<file path="config.mk">
export PLATFORM = sky130hd
export DESIGN_NAME = mem_port_arbiter
export DESIGN_NICKNAME = d
export VERILOG_FILES = /design/src/rtl/mem_port_arbiter_pkg.sv /design/src/rtl/mem_port_arbiter_arb_pick.sv /design/src/rtl/mem_port_arbiter.sv
export SDC_FILE = /design/constraint.sdc
export NUM_CORES = 1
export LEC_CHECK = 0
export CORE_MARGIN = 1.5
export CORE_UTILIZATION = 40
export DETAILED_ROUTE_END_ITERATION = 7
export HOLD_SLACK_MARGIN = 0.06
export PLACE_DENSITY = 0.8
export SKIP_CTS_REPAIR_TIMING = 1
export SLEW_MARGIN = 20
export SYNTH_ARGS = -nofsm -noshare
export SYNTH_HDL_FRONTEND = slang
export SYNTH_HIERARCHICAL = 1
export SYNTH_SLANG_ARGS = --single-unit
</file>
<file path="constraint.sdc">
create_clock -name clk -period 4.6 [get_ports clk]
set_input_delay 0.69 -clock clk [delete_from_list [all_inputs] [get_ports clk]]
set_output_delay 0.69 -clock clk [all_outputs]
set_load 0.02 [all_outputs]
</file>
<file path="src/rtl/mem_port_arbiter_pkg.sv">
`default_nettype none
// mem_port_arbiter_pkg: arbiter state/owner encodings and the latched request record.
// Rev 1.0
package mem_port_arbiter_pkg;

   typedef enum logic [1:0] {
      IDLE  = 2'd0,
      ISSUE = 2'd1,
      WAIT  = 2'd2,
      RESP  = 2'd3
   } arb_state_t;

   typedef enum logic {
      OWNER_IF = 1'b0,
      OWNER_MA = 1'b1
   } arb_owner_t;

   typedef struct packed {
      logic        we;
      logic [31:0] addr;
      logic [31:0] wdata;
      logic [3:0]  be;
   } mem_req_t;

   localparam logic [3:0] IF_BE = 4'b1111;

endpackage
`default_nettype wire

</file>
<file path="src/rtl/mem_port_arbiter_arb_pick.sv">
`default_nettype none
// mem_port_arbiter_arb_pick: MA-priority picker that yields to IF once IF has lost STARVE_LIMIT times.
// Rev 1.0
module mem_port_arbiter_arb_pick
   import mem_port_arbiter_pkg::*;
#(
   parameter int STARVE_LIMIT = 3,
   parameter int STARVE_W     = 2
) (
   input  logic                if_valid,
   input  logic                ma_valid,
   input  logic [STARVE_W-1:0] starve_cnt,
   output logic                grant,
   output arb_owner_t          owner
);

   logic if_starved;

   assign if_starved = if_valid && (starve_cnt == STARVE_W'(STARVE_LIMIT));

   always_comb begin
      grant = if_valid || ma_valid;
      owner = (ma_valid && !if_starved) ? OWNER_MA : OWNER_IF;
   end

endmodule
`default_nettype wire

</file>
<file path="src/rtl/mem_port_arbiter.sv">
`default_nettype none
// mem_port_arbiter: shares one memory port between IF and MA, one transaction outstanding at a time.
// Rev 1.0
module mem_port_arbiter
   import mem_port_arbiter_pkg::*;
#(
   parameter int MAX_WAIT     = 15,
   parameter int STARVE_LIMIT = 3
) (
   input  logic        clk,
   input  logic        rst,
   input  logic        if_req_valid,
   input  logic [31:0] if_req_addr,
   output logic        if_resp_valid,
   output logic [31:0] if_resp_data,
   input  logic        ma_req_valid,
   input  logic        ma_req_we,
   input  logic [31:0] ma_req_addr,
   input  logic [31:0] ma_req_wdata,
   input  logic [3:0]  ma_req_be,
   output logic        ma_resp_valid,
   output logic [31:0] ma_resp_data,
   output logic        mem_req_valid,
   input  logic        mem_req_ready,
   output logic        mem_req_we,
   output logic [31:0] mem_req_addr,
   output logic [31:0] mem_req_wdata,
   output logic [3:0]  mem_req_be,
   input  logic        mem_resp_valid,
   input  logic [31:0] mem_resp_data,
   output logic        if_stall,
   output logic        ma_stall,
   output logic        timeout_error
);

   localparam int WAIT_W   = $clog2(MAX_WAIT + 1);
   localparam int STARVE_W = $clog2(STARVE_LIMIT + 1);
   localparam logic [WAIT_W-1:0]   WAIT_LAST  = WAIT_W'(MAX_WAIT - 1);
   localparam logic [STARVE_W-1:0] STARVE_MAX = STARVE_W'(STARVE_LIMIT);

   arb_state_t            state, state_nxt;
   arb_owner_t            owner, owner_nxt;
   mem_req_t              req, req_nxt;
   logic [WAIT_W-1:0]     wait_cnt, wait_cnt_nxt;
   logic [STARVE_W-1:0]   starve_cnt, starve_cnt_nxt;
   logic [31:0]           resp_data, resp_data_nxt;
   logic                  timeout_flag, timeout_nxt;
   logic                  grant;
   arb_owner_t            pick_owner;
   logic                  issuing;
   logic                  responding;

   mem_port_arbiter_arb_pick #(
      .STARVE_LIMIT (STARVE_LIMIT),
      .STARVE_W     (STARVE_W)
   ) u_pick (
      .if_valid   (if_req_valid),
      .ma_valid   (ma_req_valid),
      .starve_cnt (starve_cnt),
      .grant      (grant),
      .owner      (pick_owner)
   );

   always_ff @(posedge clk) begin
      if (rst) begin
         state        <= IDLE;
         owner        <= OWNER_IF;
         req          <= '0;
         wait_cnt     <= '0;
         starve_cnt   <= '0;
         resp_data    <= '0;
         timeout_flag <= 1'b0;
      end else begin
         state        <= state_nxt;
         owner        <= owner_nxt;
         req          <= req_nxt;
         wait_cnt     <= wait_cnt_nxt;
         starve_cnt   <= starve_cnt_nxt;
         resp_data    <= resp_data_nxt;
         timeout_flag <= timeout_nxt;
      end
   end

   always_comb begin
      state_nxt      = state;
      owner_nxt      = owner;
      req_nxt        = req;
      wait_cnt_nxt   = wait_cnt;
      starve_cnt_nxt = starve_cnt;
      resp_data_nxt  = resp_data;
      timeout_nxt    = timeout_flag;
      case (state)
         IDLE: begin
            if (grant) begin
               owner_nxt    = pick_owner;
               state_nxt    = ISSUE;
               wait_cnt_nxt = '0;
               if (pick_owner == OWNER_MA) begin
                  req_nxt.we    = ma_req_we;
                  req_nxt.addr  = ma_req_addr;
                  req_nxt.wdata = ma_req_wdata;
                  req_nxt.be    = ma_req_be;
                  if (if_req_valid && (starve_cnt != STARVE_MAX))
                     starve_cnt_nxt = starve_cnt + STARVE_W'(1);
               end else begin
                  req_nxt.we     = 1'b0;
                  req_nxt.addr   = if_req_addr;
                  req_nxt.wdata  = '0;
                  req_nxt.be     = IF_BE;
                  starve_cnt_nxt = '0;
               end
            end
         end
         ISSUE: begin
            if (mem_req_ready) begin
               state_nxt    = WAIT;
               wait_cnt_nxt = '0;
            end
         end
         WAIT: begin
            // A response in the final wait cycle beats the timeout.
            if (mem_resp_valid) begin
               resp_data_nxt = req.we ? 32'd0 : mem_resp_data;
               state_nxt     = RESP;
            end else if (wait_cnt == WAIT_LAST) begin
               resp_data_nxt = '0;
               timeout_nxt   = 1'b1;
               state_nxt     = RESP;
            end else begin
               wait_cnt_nxt = wait_cnt + WAIT_W'(1);
            end
         end
         RESP: begin
            state_nxt = IDLE;
         end
         default: begin
            state_nxt = IDLE;
         end
      endcase
   end

   assign issuing    = (state == ISSUE);
   assign responding = (state == RESP);

   assign mem_req_valid = issuing;
   assign mem_req_we    = issuing && req.we;
   assign mem_req_addr  = issuing ? req.addr  : 32'd0;
   assign mem_req_wdata = issuing ? req.wdata : 32'd0;
   assign mem_req_be    = issuing ? req.be    : 4'd0;

   assign if_resp_valid = responding && (owner == OWNER_IF);
   assign ma_resp_valid = responding && (owner == OWNER_MA);
   assign if_resp_data  = if_resp_valid ? resp_data : 32'd0;
   assign ma_resp_data  = ma_resp_valid ? resp_data : 32'd0;

   // Stalls see only requester inputs and the registered response pulse.
   assign if_stall = if_req_valid && !if_resp_valid;
   assign ma_stall = ma_req_valid && !ma_resp_valid;

   assign timeout_error = timeout_flag;

endmodule
`default_nettype wire

</file>
==> summary.md, run 1 <==
| Metric | Value |
|---|---|
| Run status | `finished, final reports clean` |
| Top cell type's share of synthesized area | `0.406` |
| Iter 0 DRT Violations | `326` |
| Layout cells sized above 1 | `0.0329` |
| Max-slew violation count | `0` |
| Max VDD drop | `260 uV` |
| Rel. slew slack | `0.322` |
| CP Launch Type | `flop` |
| Antenna violations before repair | `0` |
| Worst-margin pin slew | `1.02 ns` |
| Crit Path Max Fanout | `34` |
| CTS Buf Count | `9` |
| Port Buffers | `277` |
| Post-Place Cells | `1073` |
| R2R Path Start | `state[1]` |
| Synth warn | `6` |
| Largest net degree at the start of global routing | `103` |
| Drt via density | `4.97` |
| Post-route setup TNS | `0 ns` |
| Worst hold stages | `2` |
| P_leak | `3.32 nW` |
| Final std cells w/o fill | `1088` |
| Post-synthesis sequential area ratio | `0.406` |
| Nets | `1058` |
| GRT overflow | `0` |
| # setup viols final | `0` |
| HP Start | `req[34]` |
| Synth-to-Final Area Change | `58.0%` |
| Flop2flop setup slack | `2.33 ns` |
| Final HPWL DP | `11200 um` |
| Worst R2R Path Depth | `6` |
| Period utilization | `0.797` |
| Overall Power | `3.34 mW` |
| 1st-pass router iterations | `4` |
| Max Freq | `273 MHz` |
| Synth unique cells | `29` |
| Avg Inst Size Synth | `8.10 um^2` |
| Mapped Cells | `676` |
| CTS H-tree depth | `3` |
| Main synth FF type | `dfxtp_1` |
| Site row count | `42` |
| Yosys top cell by area | `dfxtp_1` |
| Fin Clk Skew | `0.00709 ns` |
| Post-synth net total | `825` |
| Die X | `120 um` |
| Final ANT Viol Nets | `0` |
| Seq cells post-synth | `111` |
| DIE AREA | `14400 um^2` |
| Cell with the most instances after synthesis | `dfxtp_1` |
| RSZ-0062 raised after global routing | `no` |
| Worst-Skew Late Latency | `0.35 ns` |
| Clock buffer depth | `2` |
| Root Buffer Master | `clkbuf_16` |
| Final Hold Fails | `0` |
| Avg WL per Cell | `14.8 um` |
| Maximum Capacitance Violations | `0` |
| GP Congestion | `0.770` |
| Post-synth top cells | `111 x dfxtp_1, 103 x and2_1, 67 x nand3_1` |
| R2R Path End | `wait_cnt[1]` |
| Top Ports | `278` |
| Crit. End Element | `output pin` |
| Hold crit path type | `reg -> reg` |
| Synth top area cells | `dfxtp_1 41%, and2_1 12%, nand3_1 6.1%, mux2i_1 6.0%, a211oi_1 4.8%` |
| Share of flip-flops with an asynchronous set or reset | `0` |
| # DRC | `0` |
| DP Area | `8320 um^2` |
| Min cycle time layout | `3.66 ns` |
| Final core occ | `0.650` |
| Die height | `120 um` |
| Design Area, Final | `8650 um^2` |
| CP Class | `reg -> out` |
| # diodes | `0` |
| Vias in the first global route | `4892` |
| Hold Path Sink | `req[34]` |
| GR Util All Layers | `0.220` |
| Wirelength, routed | `16100 um` |
| Clock sink count | `111` |
| Synthesized area | `5470 um^2` |
| Crit path required time | `3.91 ns` |
| Number of flops mapped to enable cells by yosys | `0` |
| CORE AREA | `13300 um^2` |
| Routed vias | `5406` |
| First-pass GRT wire length | `25200 um` |
| Starting density of the core | `0.412` |
| PwrDens | `386 nW/um^2` |
| WP data arrival | `2.97 ns` |
| CTS clk-pin slew, worst paths | `0.07 ns` |
| CTS tree | `done` |
-- metrics by stage --
| step | hold WS (ns) | setup WS, ns |
|---|---|---|
| global placement | 0.434 | 1.48 |
| floorplan | 0.427 | 2.34 |
| CTS | 0.448 | 0.969 |
| global route | 0.466 | 0.656 |
| detailed placement | 0.439 | 1.35 |
| finish | 0.446 | 0.935 |
-- per-layer routing --
metal  part of all wire  global-route usage  vias up
li1                   -                   -     2759
met1               0.42               0.265     2421
met2               0.48               0.373      206
met3              0.085              0.0656       20
met4              0.018              0.0789        0
met5                  0                   0        -
-- area by class of cell --
type,count,area [um^2]
inverters,4,15.0
clock inverters,5,75.1
multi-input cells,500,3050
well taps,176,220
flip-flops and latches,111,2220
fillers,1193,4650
repair buffers,283,2840
clock buffers,9,225
-- power by group --
| group | internal, mW | leakage, nW | switching, mW |
|---|---|---|---|
| Clock | 0.469 | 0.151 | 0.343 |
| Combinational | 0.546 | 2.26 | 0.742 |
| Sequential | 1.13 | 0.908 | 0.108 |
| Total | 2.15 | 3.32 | 1.19 |
-- cell families (layout without fill, tap and decap cells) --
group,after synthesis,after routing,synth area share
flops,111,111,0.406
compound gates,112,112,0.120
fa+ha+maj,10,10,0.0229
mux,33,33,0.0604
buf+inv,65,301,0.0453
simple gates,345,345,0.345
-- sequential cells by signal, summed over array words and instances, names as in the netlist --
register       count
owner              1
req               69
resp_data         32
starve_cnt         2
state              2
timeout_error      1
wait_cnt           4
-- critical path, cell delays in order (launching register included) --
cell and delay (ns):
dfxtp_1 0.45, ha_1 0.18, buf_4 0.28, nor2b_2 0.85
and2_1 0.23, clkdlybuf4s50_1 0.61
-- how the worst max path moves through the flow --
stage                       end  cells after the start  slack, ns      from
6_report       if_resp_data[25]                      5       0.94  state[0]
5_1_grt        if_resp_data[16]                      5       0.66  state[0]
4_1_cts        if_resp_data[25]                      5       0.97  state[1]
3_5_place_dp   if_resp_data[25]                      5       1.35  state[1]
3_3_place_gp   if_resp_data[30]                      5       1.48  state[1]
2_1_floorplan  if_resp_data[22]                      4       2.34  state[1]
-- cells in the final DEF (no fill, tap or decap), types with 33 or more instances in the layout --
cell type and instances:
clkdlybuf4s50_1 276, dfxtp_1 111, and2_1 102, nand3_1 67, nor2_1 43, nand2_1 40, a21oi_1 39, a211oi_1 35
nand2b_1 34, and3_1 33, mux2i_1 33, o21ai_0 33
Power figures use the tool's default switching activity.
==> inputs of run 2 (changes only) <==
clock period = 3.8 ns   (was 4.6 ns; I/O delays follow)
==> run 2 against run 1 <==
Net effect: count of clock-buffer cells in the layout rose by 2; critical path depth is 1 lower; die area is the same; clock power increased by 9.5%; sequential share of layout area hardly changed; cell count increased by 0.64%; first-iteration DRC count down 1.5%; via count is 0.15% higher.
==> summary.md, run 2 (synthesis gave the netlist of run 1 again) <==
| Metric | Value |
|---|---|
| Run status | `finished, final reports clean (unchanged)` |
| CP Cell Sequence | `inv_1 -> ha_2 -> and2_1 -> clkdlybuf4s50_1 (was ha_1 -> buf_4 -> nor2b_2 -> and2_1 -> clkdlybuf4s50_1)` |
| CORE AREA | `13300 um^2 (unchanged)` |
| Avg WL per Cell | `15.0 um (was 14.8 um)` |
| GR Util All Layers | `0.221 (was 0.220)` |
| P_leak | `3.32 nW (about the same)` |
| Largest net degree at the start of global routing | `72 (was 103)` |
| Max VDD drop | `277 uV (was 260 uV)` |
| CP Class | `reg -> out (unchanged)` |
| # setup viols final | `0 (unchanged)` |
| Drt via density | `4.94 (was 4.97)` |
| Crit path required time | `3.23 ns (was 3.91 ns)` |
| Most frequent cells in the layout | `276 x clkdlybuf4s50_1, 111 x dfxtp_1, 102 x and2_1 (unchanged)` |
| Post-Place Cells | `1079 (was 1073)` |
| Die X | `120 um (unchanged)` |
| Routed vias | `5414 (was 5406)` |
| Crit. End Element | `output pin (unchanged)` |
| Rel. slew slack | `0.304 (was 0.322)` |
| Min cycle time layout | `3.18 ns` |
| Multi-input logic area | `3040 um^2 (was 3050 um^2)` |
| Max-slew violation count | `0 (unchanged)` |
| # DRC | `0 (unchanged)` |
| Final Hold Fails | `0 (unchanged)` |
| Nets | `1063 (was 1058)` |
| Worst-margin pin slew | `1.04 ns (was 1.02 ns)` |
| GRT overflow | `0 (unchanged)` |
| Clock buffer depth | `2 (unchanged)` |
| Max Freq | `314 MHz` |
| CTS Buf Count | `9 (unchanged)` |
| DIE AREA | `14400 um^2 (unchanged)` |
| Reg with most FFs | `req (unchanged)` |
| Maximum Capacitance Violations | `0 (unchanged)` |
| CTS clk-pin slew, worst paths | `0.07 ns (about the same)` |
| CTS tree | `done (unchanged)` |
| Final HPWL DP | `11800 um (was 11200 um)` |
| Most common cell after layout, fill and taps aside | `clkdlybuf4s50_1 (unchanged)` |
| Hold_ws | `0.449 ns (was 0.446 ns)` |
| Post-route setup TNS | `0 ns (unchanged)` |
| Period utilization | `0.838` |
| Vias in the first global route | `5050 (was 4892)` |
| Iter 0 DRT Violations | `321 (was 326)` |
| WP data arrival | `2.61 ns (was 2.97 ns)` |
| 1st-pass router iterations | `4 (unchanged)` |
| Reg area | `2220 um^2 (unchanged)` |
| PwrDens | `459 nW/um^2 (was 386 nW/um^2)` |
| Wirelength, routed | `16400 um (was 16100 um)` |
| Layout cells sized above 1 | `0.0392 (was 0.0329)` |
| Final ANT Viol Nets | `0 (unchanged)` |
| Largest register FFs | `69 (unchanged)` |
| First-pass GRT wire length | `25600 um (was 25200 um)` |
| Root Buffer Master | `clkbuf_16 (unchanged)` |
| Fillers | `1206 (was 1193)` |
| Antenna violations before repair | `0 (unchanged)` |
| Highest cell delay on the worst timing path | `0.87 ns (was 0.85 ns)` |
| CP max-delay cell | `ha_2 (was nor2b_2)` |
| Die height | `120 um (unchanged)` |
| Synth-to-Final Area Change | `57.8% (was 58.0%)` |
| WP buf/inv | `2 (unchanged)` |
| Site row count | `42 (unchanged)` |
| # diodes | `0 (unchanged)` |
| Clock sink count | `111 (unchanged)` |
| Top Registers | `req x69, resp_data x32, wait_cnt x4 (unchanged)` |
| Port Buffers | `277 (unchanged)` |
| Top Ports | `278 (unchanged)` |
| Crit Path Max Fanout | `71 (was 34)` |
| Hold crit path type | `reg -> reg (unchanged)` |
| Cell family with most CP delay | `adder cells (was simple AND/OR/NAND/NOR gates)` |
| Final std cells w/o fill | `1095 (was 1088)` |
| GP Congestion | `0.766 (was 0.770)` |
| Fin Clk Skew | `0.00841 ns (was 0.00709 ns)` |
| RSZ-0062 raised after global routing | `no (unchanged)` |
| Worst-Skew Late Latency | `0.34 ns (was 0.35 ns)` |
| CTS H-tree depth | `3 (unchanged)` |
| CP Launch Type | `flop (unchanged)` |
| Starting density of the core | `0.412 (unchanged)` |
run 2: changes by cell type in the layout (fill, tap and decap cells not counted), sizes merged:
cell	delta
clkbuf	+2
buf	+5
bufinv	-2
clkinvlp	+2
run 2: per-layer routing:
metal	GRT usage	share of wire	wire length (um)	up-vias
met3	0.0637	0.082	1340	15
met2	0.388	0.49	7980	200
li1	-	-	-	2772
met1	0.258	0.42	6820	2427
met5	0	0	0	-
met4	0.0692	0.017	281	0
run 2: tightest hold or removal path, stage by stage, from the launching register on:
cell and delay, ns:
dfxtp_1 0.31, nand2_1 0.05, a21oi_1 0.05
run 2: final timing paths:
| check | slack, ns | endpoint | start | cells past startpoint |
|---|---|---|---|---|
| min | 0.45 | req[31] | req[31] | 2 |
| max | 0.62 | mem_req_wdata[0] | state[1] | 4 |
| max reg2reg | 1.34 | wait_cnt[1] | state[1] | 6 |
| min reg2reg | 0.45 | req[31] | req[31] | 2 |
run 2: where the power goes:
group / switching (mW) / internal (mW)
Combinational: 0.915 / 0.662
Sequential: 0.125 / 1.37
Clock: 0.426 / 0.463
run 2: final cells by class:
cell class,count,share of cell area
Sequential cell,111,0.257
Clock inverter,5,0.00391
Inverter,4,0.00174
Multi-Input combinational cell,500,0.352
Tap cell,176,0.0255
Timing Repair Buffer,288,0.332
Clock buffer,11,0.0281
run 2: stage by stage:
stage / util / total power, mW / instance area [um^2] / worst slack [ns]
after global placement: 0.629 / 3.08 / 8360 / 0.973
after floorplan: - / 2.49 / 5470 / 1.66
after CTS: 0.650 / 4.00 / 8640 / 0.573
after detailed placement: 0.629 / 3.11 / 8360 / 0.972
after global routing: 0.650 / 4.21 / 8640 / 0.429
final: 0.650 / 3.96 / 8640 / 0.616
